--- src/rtl/sha256_pad.sv ---
// SHA-256 message padder: packs DATA_W-bit beats into 512-bit blocks and appends FIPS 180-4 padding.
// Define SHA256_PAD_BYTESWAP_EN to accept little-endian input beats (first byte at m_data[7:0]).
module sha256_pad #(
   parameter int unsigned DATA_W = 32,
   parameter int unsigned CNT_W  = 61
) (
   input  logic                        clk,
   input  logic                        reset,
   input  logic                        m_valid,
   output logic                        m_ready,
   input  logic [DATA_W-1:0]           m_data,
   input  logic                        m_last,
   input  logic [$clog2(DATA_W/8)-1:0] m_last_sz,
   output logic                        b_valid,
   input  logic                        b_ready,
   output logic [511:0]                b_data,
   output logic                        b_first,
   output logic                        b_last
);
   localparam int unsigned BYTES = DATA_W / 8;
   localparam int unsigned BEATS = 512 / DATA_W;
   localparam int unsigned K_W   = $clog2(BEATS);

   typedef enum logic [1:0] {StFill, StEmit, StLenBlk} state_e;

   state_e           state_q, state_d;
   logic [K_W-1:0]   k_q, k_d;
   logic [CNT_W-1:0] cnt_q, cnt_d;
   logic             pad_pending_q, pad_pending_d;
   logic             marker_owed_q, marker_owed_d;
   logic             first_q, first_d;
   logic             m_ready_q, m_ready_d;
   logic             b_valid_q, b_valid_d;
   logic             b_first_q, b_first_d;
   logic             b_last_q, b_last_d;
   logic [511:0]     b_data_q, b_data_d;

   logic [DATA_W-1:0] beat;
   logic [6:0]        nbytes, e_w;
   logic [CNT_W-1:0]  cnt_sum;
   logic [63:0]       len_w;
   logic [511:0]      blk_w;
   logic              accept;

`ifdef SHA256_PAD_BYTESWAP_EN
   always_comb begin
      beat = '0;
      for (int j = 0; j < BYTES; j++) beat[DATA_W-1-8*j -: 8] = m_data[8*j +: 8];
   end
`else
   assign beat = m_data;
`endif

   assign accept  = (state_q == StFill) && m_valid && m_ready_q;
   assign nbytes  = (m_last && (m_last_sz != '0)) ? 7'(m_last_sz) : 7'(BYTES);
   assign e_w     = 7'(k_q) * 7'(BYTES) + nbytes;
   assign cnt_sum = cnt_q + CNT_W'(nbytes);
   assign len_w   = 64'((state_q == StLenBlk) ? cnt_q : cnt_sum) << 3;

   // Block as it stands after the current beat; b_data_q doubles as the fill buffer.
   always_comb begin
      blk_w = b_data_q;
      for (int s = 0; s < BEATS; s++) begin
         if (k_q == K_W'(s)) blk_w[511-s*DATA_W -: DATA_W] = beat;
      end
      if (m_last) begin
         for (int i = 0; i < 64; i++) begin
            if (7'(i) == e_w) blk_w[511-8*i -: 8] = 8'h80;
            else if (7'(i) > e_w) blk_w[511-8*i -: 8] = 8'h00;
         end
         if (e_w <= 7'd55) blk_w[63:0] = len_w;
      end
   end

   always_comb begin
      state_d       = state_q;
      k_d           = k_q;
      cnt_d         = cnt_q;
      pad_pending_d = pad_pending_q;
      marker_owed_d = marker_owed_q;
      first_d       = first_q;
      m_ready_d     = m_ready_q;
      b_valid_d     = b_valid_q;
      b_data_d      = b_data_q;
      b_first_d     = b_first_q;
      b_last_d      = b_last_q;
      unique case (state_q)
         StFill: begin
            m_ready_d = 1'b1;
            if (accept) begin
               cnt_d    = cnt_sum;
               b_data_d = blk_w;
               k_d      = k_q + K_W'(1);
               if (m_last || (k_q == K_W'(BEATS - 1))) begin
                  state_d       = StEmit;
                  m_ready_d     = 1'b0;
                  b_valid_d     = 1'b1;
                  k_d           = '0;
                  b_first_d     = first_q;
                  b_last_d      = m_last && (e_w <= 7'd55);
                  first_d       = m_last && (e_w <= 7'd55);
                  pad_pending_d = m_last && (e_w > 7'd55);
                  marker_owed_d = m_last && (e_w == 7'd64);
                  if (m_last && (e_w <= 7'd55)) cnt_d = '0;
               end
            end
         end
         StEmit: begin
            if (b_ready) begin
               b_valid_d = 1'b0;
               if (pad_pending_q) begin
                  state_d       = StLenBlk;
                  pad_pending_d = 1'b0;
               end else begin
                  state_d   = StFill;
                  m_ready_d = 1'b1;
               end
            end
         end
         StLenBlk: begin
            // First cycle builds the length-only block, then it is offered.
            if (!b_valid_q) begin
               b_data_d          = '0;
               b_data_d[511:504] = marker_owed_q ? 8'h80 : 8'h00;
               b_data_d[63:0]    = len_w;
               b_valid_d         = 1'b1;
               b_first_d         = 1'b0;
               b_last_d          = 1'b1;
            end else if (b_ready) begin
               state_d       = StFill;
               b_valid_d     = 1'b0;
               m_ready_d     = 1'b1;
               cnt_d         = '0;
               marker_owed_d = 1'b0;
               first_d       = 1'b1;
            end
         end
         default: state_d = StFill;
      endcase
   end

   always_ff @(posedge clk) begin
      if (reset) begin
         state_q       <= StFill;
         k_q           <= '0;
         cnt_q         <= '0;
         pad_pending_q <= 1'b0;
         marker_owed_q <= 1'b0;
         first_q       <= 1'b1;
         m_ready_q     <= 1'b0;
         b_valid_q     <= 1'b0;
         b_data_q      <= '0;
         b_first_q     <= 1'b0;
         b_last_q      <= 1'b0;
      end else begin
         state_q       <= state_d;
         k_q           <= k_d;
         cnt_q         <= cnt_d;
         pad_pending_q <= pad_pending_d;
         marker_owed_q <= marker_owed_d;
         first_q       <= first_d;
         m_ready_q     <= m_ready_d;
         b_valid_q     <= b_valid_d;
         b_data_q      <= b_data_d;
         b_first_q     <= b_first_d;
         b_last_q      <= b_last_d;
      end
   end

   assign m_ready = m_ready_q;
   assign b_valid = b_valid_q;
   assign b_data  = b_data_q;
   assign b_first = b_first_q;
   assign b_last  = b_last_q;

endmodule
--- config.mk ---
export PLATFORM = sky130hd
export DESIGN_NAME = sha256_pad
export DESIGN_NICKNAME = d
export VERILOG_FILES = /design/src/rtl/sha256_pad.sv
export SDC_FILE = /design/constraint.sdc
export NUM_CORES = 2
export LEC_CHECK = 0
export CAP_MARGIN = 5
export CORE_ASPECT_RATIO = 1.4
export CORE_MARGIN = 3
export CORE_UTILIZATION = 30
export DETAILED_ROUTE_END_ITERATION = 12
export DONT_BUFFER_PORTS = 1
export HOLD_SLACK_MARGIN = 0.03
export SYNTH_ARGS = -nofsm -noshare
export SYNTH_HDL_FRONTEND = slang
export SYNTH_SLANG_ARGS = --single-unit
--- constraint.sdc ---
create_clock -name clk -period 6.8 [get_ports clk]
set_input_delay 1.02 -clock clk [delete_from_list [all_inputs] [get_ports clk]]
set_output_delay 1.02 -clock clk [all_outputs]
set_load 0.01 [all_outputs]
### Yosys cells after proc, flatten, opt, wreduce, memory -nomap -nowiden

Index checks and enable logic that the tools add are counted.

| word-level totals | value |
|---|---|
| register bits after elaboration | 586 |
| input port bits | 39 |
| output and inout bits | 516 |
| word-level logic and storage cells | 386 |

| cells by class | value |
|---|---|
| $add $sub $neg | 3 |
| magnitude comparators | 66 |
| equal/unequal tests | 88 |
| multiplexer cells | 195 |
| reduce and logical (&&, ||, !) cells | 23 |

Operator list:

| cell | count |
|---|---|
| two-way mux 512 bit | 3 |
| two-way mux 8 bit | 129 |
| case mux 512 bit (2 select lines) | 1 |
| two-way mux 32 bit | 16 |
| two-way mux 61 bit | 6 |
| == test 6 x 7 -> 1 bit, first input constant | 32 |
| greater-than comparator 6 x 7 -> 1 bit, first input constant | 32 |
| case mux 61 bit (2 select lines) | 1 |
| == test 5 x 7 -> 1 bit, first input constant | 16 |
| greater-than comparator 5 x 7 -> 1 bit, first input constant | 16 |
| two-way mux 64 bit | 1 |
| adder 61 x 3 -> 61 bit | 1 |
| == test 4 x 7 -> 1 bit, first input constant | 8 |
| greater-than comparator 4 x 7 -> 1 bit, first input constant | 8 |
| == test 4 bit, second input constant | 8 |
| == test 3 x 7 -> 1 bit, first input constant | 4 |
| greater-than comparator 3 x 7 -> 1 bit, first input constant | 4 |
| two-way mux 1 bit | 22 |
| == test 4 x 3 -> 1 bit, second input constant | 4 |
| AND reduction 4 bit | 4 |
| AND reduction 5 bit | 3 |
| == test 2 x 7 -> 1 bit, first input constant | 2 |
| greater-than comparator 1 x 7 -> 1 bit, first input constant | 2 |
| greater-than comparator 2 x 7 -> 1 bit, first input constant | 2 |
| other kinds (27) | 50 |

### Longest topological paths before layout

| depth | value |
|---|---|
| depth in word-level cells | 11 |
| depth in mapped cells | 16 |
| depth with buffers taken out | 11 |

### Worst setup path before layout

OpenSTA, ideal clock, no wires.

| path | value |
|---|---|
| path type | in2reg |
| start | input port m_last_sz[1] |
| end | register b_data_q[104], in the netlist b_data[104] |
| setup time | 0.117 ns |
| arrival time | 3.819 ns |
| required time | 6.683 ns |
| slack | 2.864 ns |
| cell stages on the path | 13 |
| path buffers | 3 |
| cells stage by stage | clkbuf_1 -> or2_0 -> nand2_1 -> ha_1 -> ha_1 -> clkbuf_1 -> or2_2 -> clkbuf_1 -> or3_1 -> nor2_1 -> nor4_1 -> o21a_1 -> a22o_1 |

| between the ends | value |
|---|---|
| cells in the longest elaborated chain, start to end | 10 |
| elaborated cells between the ends (all ways) | 11 |
| those cells by class | 1 x add/sub; 1 x order compare; 1 x eq/ne; 6 x mux; 2 x reduce/logical |

RTL lines:

| item | RTL line | text |
|---|---|---|
| from (decl) | 13 | `input logic [$clog2(DATA_W/8)-1:0] m_last_sz,` |
| nonzero test 2 bit | 55 | `assign nbytes = (m_last && (m_last_sz != '0)) ? 7'(m_last_sz) : 7'(BYTES);` |
| logical AND 1 bit | 55 |  |
| two-way mux 3 bit * | 55 |  |
| adder 6 x 3 -> 7 bit * | 56 | `assign e_w = 7'(k_q) * 7'(BYTES) + nbytes;` |
| greater-than comparator 6 x 7 -> 1 bit | 69 | `else if (7'(i) > e_w) blk_w[511-8*i -: 8] = 8'h00;` |
| two-way mux 8 bit | 69 |  |
| two-way mux 8 bit * | 68 | `if (7'(i) == e_w) blk_w[511-8*i -: 8] = 8'h80;` |
| two-way mux 512 bit * | 66 | `if (m_last) begin` |
| two-way mux 512 bit * | 90 | `if (accept) begin` |
| case mux 512 bit (2 select lines) * | 87 | `unique case (state_q)` |
| to (signal assigned) | 164 | `b_data_q <= b_data_d;` |
| to (decl) | 36 | `logic [511:0] b_data_q, b_data_d;` |

Every way passes the cells marked *; elsewhere a longest branch is shown, timed or not. The select of a mux whose other input is x is not followed.
A chain may end at the register's enable or synchronous reset.

### Final worst setup path

| path | value |
|---|---|
| start | input port m_last_sz[0] |
| end | register b_data_q[50], in the netlist b_data[50] |

| between the ends | value |
|---|---|
| cells in the longest elaborated chain, start to end | 11 |
| elaborated cells between the ends (all ways) | 16 |
| those cells by class | 2 x add/sub; 2 x order compare; 1 x eq/ne; 9 x mux; 2 x reduce/logical |

RTL lines:

| item | RTL line | text |
|---|---|---|
| nonzero test 2 bit | 55 |  |
| logical AND 1 bit | 55 |  |
| two-way mux 3 bit * | 55 |  |
| adder 6 x 3 -> 7 bit | 56 |  |
| greater-than comparator 6 x 7 -> 1 bit | 69 |  |
| two-way mux 8 bit | 69 |  |
| two-way mux 8 bit | 68 |  |
| two-way mux 64 bit | 71 | `if (e_w <= 7'd55) blk_w[63:0] = len_w;` |
| two-way mux 512 bit | 66 |  |
| two-way mux 512 bit | 90 |  |
| case mux 512 bit (2 select lines) * | 87 |  |

Marks and branches as above.

==> flow_summary.toml <==
[synthesis]
dominant_synthesized_flop_cell = "sky130_fd_sc_hd__dfxtp_1"
mappedNetlistArea_sq_um = 26860
yosysTopAreaCellShare = 0.4368
synth-seq-cells = 586
synthesis.yosys.warnings = 0
synthDistinctLibCells = 91
synth.net_count = 3449
post_syn_area_per_cell_sq_um = 7.909
ys_async_sr_fraction = 0
synth_cells = 3396
yosysSeqAreaShare = 0.4368
synth_area_leader_cell = "sky130_fd_sc_hd__dfxtp_1"
ys_top_cells_by_area = "sky130_fd_sc_hd__dfxtp_1 (44%), sky130_fd_sc_hd__nand2_1 (8.6%), sky130_fd_sc_hd__a21oi_1 (7.4%)"
number_of_flops_mapped_to_enable_cells_by_yosys = 0

[sta]
timing.fmax_mhz = 223.3
unrepaired_setup_endpoints_after_global_routing = "false"
final.min_clock_period_ns = 4.478
timing.max_slew.rel_slack = 0.1133
finalSetupViolCount = 0
fin_tns_setup_ns = 0
slew_viol_final = 0
worst_clock_skew_on_the_final_layout_ns = 0.03429
hold_viol = 0
worst_pin_slew_ns = 1.319
post-route-period-util = 0.6585

[detailed_routing]
ant_nets = 0
dr_drc_count = 0
routed_wirelength_mm = 139.0
route.detailed.wl_per_inst_microns = 31.19
firstDrtPassIters = 6
drt_iter0_drc = 3140
num_vias = 26860
via_cell_ratio = 6.027

[clocking]
cts_inserted_buffers = 57
post_cts_buffers = 0
cts_tree = "done"
cts_hold_buf = 0
clock_sink_count = 586
htree_levels = 2
worst_skew_pair.late_latency_ns = 0.65
worst_setup_hold_path_clk_slew_ns = 0.07
clock_path_buffers = 3
ctsResizeCount = 0
clock_tree.root_cell = "sky130_fd_sc_hd__clkbuf_16"

[placed_design]
port_buffers = 0
detailed_placer_s_ending_hpwl_mm = 98.00
gp_congestion = 0.9978

[die]
std_cell_rows = 129
floorplan.die_area_sq_um = 93200
floorplan_die_height_microns = 360.0
core_area_sq_um = 88610
num_io_pins = 555
die-width_microns = 258.9
initial_standard_cell_utilization_of_the_core = 0.3031

[status]
status = "completed"

[pwr]
totalPowerFinal_uw = 7521
p_per_area_nw_per_um2 = 253.6
p_leak_uw = 0.009776
vdd_drop_max_mv = 0.1960

[global_route]
grtUsageTotal = 0.2833
grtUsageMet3 = 0.1162
number_of_global_route_vias_before_repair = 24890
grt-busiest-layer = "met2"
grt_start_max_net_pins = 271
grt_util_met1 = 0.2999
gr-total-overflow = 0
grt_first_pass_wirelength_mm = 193.8
gr-usage-met2 = 0.4593
antenna_violations_before_repair = 13

[critical_path]
cp_data_arrival_time_ns = 5.03
cp-start-kind = "primary input"
cp_slowest_cell = "sky130_fd_sc_hd__ha_1"
reg2reg_depth = 10
path_length_in_cells_of_the_critical_path = 12
crit_path_cell_trace = "or2_0 > nand2_1 > ha_1 > ha_1 > o21ai_0 > o21ai_1 > a211o_1 > buf_4 > nor2_1 > a22oi_1 > o21ai_0 > a22o_1"
worst_path_largest_cell_delay_ns = 0.68
crit_fanout = 62
crit_type = "in2reg"
worst_path_dominant_cell_family = "compound AO/OA/AOI/OAI gates"
worst-endpoint-required_ns = 7.35
timing.critical_path.to_type = "flop"
critPathBufInv = 1

[min_path]
hold_path.class = "reg2reg"
hold-path-cell-count = 2

[final_layout]
most_frequent_cells_in_the_layout = "sky130_fd_sc_hd__nand2_1 (612), sky130_fd_sc_hd__dfxtp_1 (586), sky130_fd_sc_hd__a21oi_1 (398), sky130_fd_sc_hd__nor2_1 (288), sky130_fd_sc_hd__o21ai_0 (213)"
layout.cells.most_common = "sky130_fd_sc_hd__nand2_1"
nNetsFinal = 3279
post_route_cells_drive_above_1_share = 0.06235
nFillCells = 9269
area_growth_syn_to_layout_pct = 10.43

[job]
timing.max_cap.violations = 0
[synthesized netlist by cell type, types with 10 or more instances]
cell type,number
sky130_fd_sc_hd__xnor2_1,11
sky130_fd_sc_hd__a21oi_1,398
sky130_fd_sc_hd__clkbuf_1,220
sky130_fd_sc_hd__a22oi_1,110
sky130_fd_sc_hd__and3_1,37
sky130_fd_sc_hd__or2_2,10
sky130_fd_sc_hd__nand2b_1,15
sky130_fd_sc_hd__nor3_1,73
sky130_fd_sc_hd__dfxtp_1,586
sky130_fd_sc_hd__o211ai_1,11
sky130_fd_sc_hd__a21o_1,17
sky130_fd_sc_hd__ha_1,13
sky130_fd_sc_hd__mux2i_1,59
sky130_fd_sc_hd__o31ai_1,11
sky130_fd_sc_hd__a211oi_1,10
sky130_fd_sc_hd__nand4_1,23
sky130_fd_sc_hd__nor2b_1,35
sky130_fd_sc_hd__o21ai_1,25
sky130_fd_sc_hd__a22o_1,151
sky130_fd_sc_hd__or3_1,36
sky130_fd_sc_hd__o22ai_1,33
sky130_fd_sc_hd__a221oi_1,10
sky130_fd_sc_hd__a31oi_1,33
sky130_fd_sc_hd__buf_1,16
sky130_fd_sc_hd__and2_1,27
sky130_fd_sc_hd__nor2_1,293
sky130_fd_sc_hd__nand2_1,613
sky130_fd_sc_hd__a32oi_1,15
sky130_fd_sc_hd__inv_1,27
sky130_fd_sc_hd__buf_2,34
sky130_fd_sc_hd__o21ai_0,213
sky130_fd_sc_hd__nor4_1,20
sky130_fd_sc_hd__nand3_1,62
[final cells by class]
class	instances	area (sq um)	area share
diodes	6	15.01	0.0005062
clock buffers	75	1624	0.05476
clock inverters	30	357.8	0.01207
inverters	27	101.3	0.003417
multi-input cells	2510	14010	0.4724
flip-flops and latches	586	11730	0.3955
well taps	1179	1475	0.04974
repair buffers	44	342.8	0.01156
[path summary, 6_finish.rpt]
kind                                   start                          to  slack (ns)
setup / recovery                m_last_sz[0]     b_data[50]$_SDFFE_PP0P_        2.32
hold / removal    marker_owed_q$_SDFFE_PP0P_  marker_owed_q$_SDFFE_PP0P_        0.47
setup reg to reg         k_q[0]$_SDFFE_PP0P_     b_data[50]$_SDFFE_PP0P_        2.77
hold reg to reg   marker_owed_q$_SDFFE_PP0P_  marker_owed_q$_SDFFE_PP0P_        0.47
[through the flow]
step,cells,setup WS [ns],hold slack (ns),cell area [sq um],utilization
detailed placement,4346,1.823,0.4519,27660,0.3122
global placement,4346,1.818,0.4467,27660,0.3122
global route,4451,2.091,0.4940,29640,0.3345
floorplan,3396,2.864,0.4325,26860,-
finish,4457,2.322,0.4712,29660,0.3347
CTS,4451,2.470,0.4643,29640,0.3345
[logic make-up (layout without fill, tap and decap cells)]
logic type | after synthesis | after routing | share of synthesized area
buffers and inverters | 300 | 176 | 0.04388
other | 0 | 6 | 0
adder cells (fa/ha/maj) | 14 | 14 | 0.006802
multiplexers | 61 | 61 | 0.02283
flip-flops | 586 | 586 | 0.4368
XOR/XNOR | 16 | 16 | 0.005217
AO/OA/AOI/OAI | 1114 | 1114 | 0.2625
AND/OR/NAND/NOR | 1305 | 1305 | 0.2220
[sequential cells by signal, summed over array words and instances (netlist names), 2 cells and up]
signal / count
k_q: 4
state_q: 2
b_data: 512
cnt_q: 61
[routing by layer]
layer	wire length, microns	vias up
met5	23	-
met3	16820	394
met1	47360	13070
li1	-	11830
met2	64260	1561
met4	10540	4
[worst min-delay path, stage by stage, from the launching register on]
cell	delay, ns
sky130_fd_sc_hd__dfxtp_1	0.32
sky130_fd_sc_hd__nand2_1	0.05
sky130_fd_sc_hd__a21oi_1	0.05
[power breakdown]
group | switching, uW | internal, uW
Sequential | 76.0 | 3470
Clock | 1500 | 1950
Combinational | 410 | 124
Note: power is estimated with default switching activity, not from simulation.
